<file path="src/rtl/rr_index_encoder.sv">
// rtl/rr_index_encoder.sv - registered 32-to-5 round-robin request encoder with valid/ready grant
// Optional ENC_ONEHOT_OUT_EN adds a registered one-hot copy of the grant.
module rr_index_encoder #(
  parameter int N = 32,
  parameter int W = 5
) (
  input  logic         clk,
  input  logic         reset,
  input  logic         enable,
  input  logic [N-1:0] req,
  input  logic         grant_ready,
  output logic         grant_valid,
`ifdef ENC_ONEHOT_OUT_EN
  output logic [W-1:0] grant_idx,
  output logic [N-1:0] grant_onehot
`else
  output logic [W-1:0] grant_idx
`endif
);

  logic [W-1:0]   ptr;
  logic           accept;
  logic           load;
  logic [W-1:0]   start;
  logic [2*N-1:0] dbl;
  logic [N-1:0]   rot;
  logic [W-1:0]   sel_off;
  logic [W-1:0]   sel;

  // Rotate so that bit 0 of rot is the search start; lowest set bit wins.
  always_comb begin
    accept  = grant_valid & grant_ready;
    load    = enable & (~grant_valid | grant_ready);
    start   = accept ? grant_idx + 1'b1 : ptr;
    dbl     = {req, req} >> start;
    rot     = dbl[N-1:0];
    sel_off = '0;
    for (int i = N - 1; i >= 0; i--) begin
      if (rot[i]) sel_off = i[W-1:0];
    end
    sel = start + sel_off;
  end

  always_ff @(posedge clk or posedge reset) begin
    if (reset) begin
      grant_valid <= 1'b0;
      grant_idx   <= '0;
      ptr         <= '0;
    end else begin
      if (load) begin
        if (|req) begin
          grant_idx   <= sel;
          grant_valid <= 1'b1;
        end else begin
          grant_valid <= 1'b0;
        end
      end
      if (accept) ptr <= grant_idx + 1'b1;
    end
  end

`ifdef ENC_ONEHOT_OUT_EN
  always_ff @(posedge clk or posedge reset) begin
    if (reset) begin
      grant_onehot <= '0;
    end else if (load) begin
      if (|req) grant_onehot <= {{(N-1){1'b0}}, 1'b1} << sel;
      else      grant_onehot <= '0;
    end
  end
`endif

endmodule
</file>
<file path="config.mk">
export PLATFORM = sky130hd
export DESIGN_NAME = rr_index_encoder
export DESIGN_NICKNAME = d
export VERILOG_FILES = /design/src/rtl/rr_index_encoder.sv
export SDC_FILE = /design/constraint.sdc
export NUM_CORES = 1
export LEC_CHECK = 0
export BUFFER_PORTS_ARGS = -buffer_cell sky130_fd_sc_hd__buf_2
export CAP_MARGIN = 20
export CORE_ASPECT_RATIO = 1.75
export CORE_MARGIN = 4
export CORE_UTILIZATION = 40
export CTS_BUF_LIST = sky130_fd_sc_hd__clkbuf_4 sky130_fd_sc_hd__clkbuf_8 sky130_fd_sc_hd__clkbuf_16
export CTS_CLUSTER_DIAMETER = 40
export DETAILED_ROUTE_END_ITERATION = 10
export GPL_TIMING_DRIVEN = 0
export HOLD_SLACK_MARGIN = 0.06
export SLEW_MARGIN = 30
export SYNTH_ARGS = -nofsm -noshare
export SYNTH_HDL_FRONTEND = slang
export SYNTH_SLANG_ARGS = --single-unit
</file>
<file path="constraint.sdc">
create_clock -name clk -period 11.3 [get_ports clk]
set_input_delay 0.565 -clock clk [delete_from_list [all_inputs] [get_ports clk]]
set_output_delay 0.565 -clock clk [all_outputs]
set_load 0.005 [all_outputs]
</file>
==> results by stage <==
STA:
- The maximum clock frequency is 177 MHz.
- Once routing completed, OpenROAD measured the worst setup slack at roughly 5700 ps.
- The total of endpoints with negative setup slack in the final report is 0.
- Counting I/O delays and the setup requirement, the final critical path takes 5640 ps.
- The total negative slack is 0 ps.
- The total count of max-transition violations in the final report is 0.
- The actual transition at the worst max-transition pin is between 1000 and 1500 ps.
- The clock arrives with ~0.50 ps of skew.
- Setup repair after global routing left no endpoint under its margin.
- The number of hold-slack violations in the final timing report is 0.
- In this run the tightest slew margin relative to its limit is approximately a quarter.
- The share of the clock period used by the worst path after layout is between 40% and 50%.

Drt:
- The count of nets left with antenna violations once routing finished came out at 0.
- The detailed-routing iteration count for the pre-antenna-repair pass is 6.
- Summing over every cut layer, the via total after detailed routing is around 5,200.
- The routed design has approximately 18,000 um of wire.
- The first routing iteration left ~670 violations.
- The remaining design rule violation count is 0.
- Dividing the detail-routed wire length by the instance count gives about 25 um.
- The average via count per standard cell is slightly above 7.

Setup path:
- The largest fanout of any net on the critical path is 10.
- The critical path startpoint category is a flop.
- The data arrival time at the worst-slack endpoint is 5750 ps.
- The critical path class is flop to flop.
- The worst setup path is captured at a flop.
- At the worst endpoint, the required time is approximately 11,000 ps.

GRT:
- For this run, global-route usage on met2 was measured as 54.3%.
- The met1 usage in global routing is between 30% and 40%.
- The number of global-route vias before repair came to a little over 5,000.
- The maximum number of pins on one net before global-route repair is 12.
- The wire length of the first global-routing pass is between 20,000 and 30,000 um.
- The initial antenna violation count is 0.
- The total global routing overflow is 0.
- For this run, the total global-route usage over all layers was measured as about a third.
- The busiest layer in global routing is met2.
- For met3 alone, demand over resource in global routing was 6.05%.

Clock network:
- The number of clock sinks is 11.
- The clock reaches the later pin of the worst-skew pair after about 240 ps.
- The clock tree buffer depth is 2.
- In this run the clock root is driven by a sky130_fd_sc_hd__clkbuf_16.
- TritonCTS built the clock tree.
- The clock slew seen by the registers of the worst setup and hold paths is ~40 ps.
- In this run the number of H-tree levels came out at 1.
- The quantity of hold-fixing buffers added after cts is 0.
- The count of cells resized by post-cts repair is 0.
- The number of CTS-inserted buffers is 3.
- The number of buffers inserted by post-CTS setup repair is 0.

Die:
- The floorplan has 47 rows.
- The starting density of the core is 40.8%.
- The floorplan step defined a core boundary enclosing 9470 um2.
- The width of the chip is just over 80 um.
- Measured along the y axis, the die boundary spans around 140 um.
- Pin placement for this block handled 42 I/O pins.
- The full die area is 11,400 um2.

Finish:
- The area of all sequential standard cells is around 280 um2.
- For this run, the post-layout net count is 642.
- The antenna cell count is 0.
- The share of cells above drive strength 1 is 18.3%.
- The count of filler cells inserted in the layout is between 1,000 and 1,500.
- The area occupied by multi-input gates is between 3000 and 4000 um2.
- The fraction of the core area covered by cells at the end of the flow is 45.4%.
- From synthesis to final layout, the design area changed by 11.3%.

Synth:
- Synthesis inferred 11 register bits.
- The count of yosys warnings during synthesis is 0.
- The multiplexer share of the synthesized area is about 16%.
- After synthesis, the mean cell area works out to about 7.0 um2.
- The post-synthesis simple-gate area fraction is about a third.
- Summing the areas of all compound-gate instances in the mapped netlist gives a little over a third of the synthesized area.
- The distinct cell type count after synthesis is between 70 and 80.
- The number of enable flip-flop cells after synthesis is 0.
- Synthesis handed over a netlist of 555 instances.
- The number of nets produced by synthesis is between 500 and 600.
- The proportion of synthesized chip area in sequential cells is between 7 and 8%.
- The commonest register cell after synthesis is sky130_fd_sc_hd__dfrtp_1.
- The share of flip-flops with an asynchronous set or reset after synthesis is between 90% and 100%.
- The area share of fa/ha/maj cells after synthesis is under 10%.
- The cell area after synthesis is 3860 um2.
- The combinational family with the most area after synthesis is compound AO/OA/AOI/OAI gates.
- After Yosys synthesis, XOR and XNOR cells account for roughly 1.4% of the synthesized area.

Placed design:
- Detailed placement finished with a half-perimeter wire length of between 10,000 and 15,000 um.
- The number of buffers inserted by port buffering is 41.
- The worst setup slack after placement is about 5700 ps.
- The final weighted congestion in routability-driven placement is 0.998.

Run:
- The tool flagged a number of max-cap violations equal to 0.

Min path:
- The path class of the lowest-slack min-delay path is input pin to asynchronous set/reset pin.

Outcome:
- The run finished with clean final reports.
## kinds of logic (layout without fill, tap and decap cells)
family / after synthesis / count (layout)
compound gates: 179 / 179
simple gates: 236 / 236
xor+xnor: 6 / 6
flops: 11 / 11
fa+ha+maj: 5 / 5
mux: 56 / 56
buf+inv: 62 / 107
## final cells by class
cell class              count  share of cell area (%)
plain buffers              48                    5.09
clock buffers               3                    1.74
clock inverters             1                   0.116
inverters                  14                    1.22
multi-input cells         482                    77.1
flip-flops and latches     11                    6.40
well taps                 122                    3.55
repair buffers             41                    4.77
## flip-flops by register name, summed over array words and instances, names as in the netlist
name and cells:
grant_idx 5, grant_valid 1, ptr 5
## metal layers
metal | wire length, um | share of wire, %
met3 | 1300 | 7.1
met4 | 1320 | 7.2
met5 | 0 | 0
met1 | 6780 | 37
met2 | 8970 | 49
## worst max-delay path, cell delays in order, from the launching register on
cell and delay (ps):
sky130_fd_sc_hd__dfrtp_1 470, sky130_fd_sc_hd__ha_1 440, sky130_fd_sc_hd__and3_1 280, sky130_fd_sc_hd__nor2_2 490
sky130_fd_sc_hd__nand2_1 300, sky130_fd_sc_hd__o2111ai_1 440, sky130_fd_sc_hd__mux2i_1 240, sky130_fd_sc_hd__mux2_2 340
sky130_fd_sc_hd__or4_1 550, sky130_fd_sc_hd__a2111o_1 480, sky130_fd_sc_hd__and3b_1 270, sky130_fd_sc_hd__fa_1 430
sky130_fd_sc_hd__a21o_1 180, sky130_fd_sc_hd__a21oi_1 160, sky130_fd_sc_hd__xnor2_1 90, sky130_fd_sc_hd__xnor2_1 240
sky130_fd_sc_hd__o21ai_1 80
## path summary, 6_finish.rpt
check | from | to | slack [ps] | depth (start not counted)
min reg2reg | grant_idx[4]$_DFFE_PP0P_ | grant_idx[4]$_DFFE_PP0P_ | 540 | 2
max in group asynchronous | reset | grant_idx[2]$_DFFE_PP0P_ | 10680 | 2
max | grant_idx[0]$_DFFE_PP0P_ | grant_idx[4]$_DFFE_PP0P_ | 5660 | 16
min | reset | grant_valid$_DFFE_PP0P_ | 320 | 2
max reg2reg | grant_idx[0]$_DFFE_PP0P_ | grant_idx[4]$_DFFE_PP0P_ | 5660 | 16
min in group clk | grant_idx[4]$_DFFE_PP0P_ | grant_idx[4]$_DFFE_PP0P_ | 540 | 2
## cells in the mapped netlist, types with 4 or more instances
cell	instances	share of area [%]
sky130_fd_sc_hd__nor2b_1	4	0.65
sky130_fd_sc_hd__dfrtp_1	11	7.1
sky130_fd_sc_hd__o211ai_1	66	13
sky130_fd_sc_hd__and3_1	5	0.81
sky130_fd_sc_hd__nand3_1	113	15
sky130_fd_sc_hd__nor4_1	9	1.5
sky130_fd_sc_hd__mux2i_1	37	9.6
sky130_fd_sc_hd__ha_1	4	1.3
sky130_fd_sc_hd__clkbuf_1	20	1.9
sky130_fd_sc_hd__o2111ai_1	15	3.4
sky130_fd_sc_hd__buf_2	22	2.8
sky130_fd_sc_hd__nand2b_1	5	0.81
sky130_fd_sc_hd__a31o_2	5	1.1
sky130_fd_sc_hd__mux2_2	15	4.4
sky130_fd_sc_hd__nand2_1	40	3.9
sky130_fd_sc_hd__o21ai_0	25	3.2
sky130_fd_sc_hd__o22ai_1	5	0.81
sky130_fd_sc_hd__a211oi_1	7	1.4
sky130_fd_sc_hd__buf_1	4	0.39
sky130_fd_sc_hd__inv_1	10	0.97
sky130_fd_sc_hd__o221ai_1	4	0.91
sky130_fd_sc_hd__a21o_1	4	0.78
sky130_fd_sc_hd__nand4_1	15	2.4
sky130_fd_sc_hd__nor2_1	16	1.6
sky130_fd_sc_hd__xnor2_1	4	0.91
sky130_fd_sc_hd__nor3_1	9	1.2
sky130_fd_sc_hd__a21oi_1	8	1.0
sky130_fd_sc_hd__inv_2	4	0.39
## placed cells by master, fill, tap and decap left out, types with 4 or more instances in the layout
cell type                   instances
sky130_fd_sc_hd__nor2b_1            4
sky130_fd_sc_hd__nor3_1             9
sky130_fd_sc_hd__nand4_1           15
sky130_fd_sc_hd__inv_2              4
sky130_fd_sc_hd__nand2_1           40
sky130_fd_sc_hd__a21oi_1            8
sky130_fd_sc_hd__a31o_2             5
sky130_fd_sc_hd__buf_2             63
sky130_fd_sc_hd__o2111ai_1         15
sky130_fd_sc_hd__nor4_1             9
sky130_fd_sc_hd__nand2b_1           5
sky130_fd_sc_hd__mux2i_1           37
sky130_fd_sc_hd__buf_1              4
sky130_fd_sc_hd__ha_1               4
sky130_fd_sc_hd__and3_1             5
sky130_fd_sc_hd__o21ai_0           25
sky130_fd_sc_hd__o221ai_1           4
sky130_fd_sc_hd__a21o_1             4
sky130_fd_sc_hd__clkbuf_1          20
sky130_fd_sc_hd__dfrtp_1           11
sky130_fd_sc_hd__o22ai_1            5
sky130_fd_sc_hd__o211ai_1          66
sky130_fd_sc_hd__nand3_1          113
sky130_fd_sc_hd__nor2_1            16
sky130_fd_sc_hd__inv_1             10
sky130_fd_sc_hd__a211oi_1           7
sky130_fd_sc_hd__xnor2_1            4
sky130_fd_sc_hd__mux2_2            15
## metrics by stage
step | hold WS (ps) | std cells | cell area (um2)
after floorplan | 417 | 555 | 3860
after global placement | 530 | 718 | 4220
after detailed placement | 544 | 718 | 4220
after CTS | 324 | 722 | 4300
after global routing | 362 | 722 | 4300
final | 317 | 722 | 4300
Power is not shown: default switching activity piles up to over one toggle a cycle in this logic, so the estimate is an artifact.
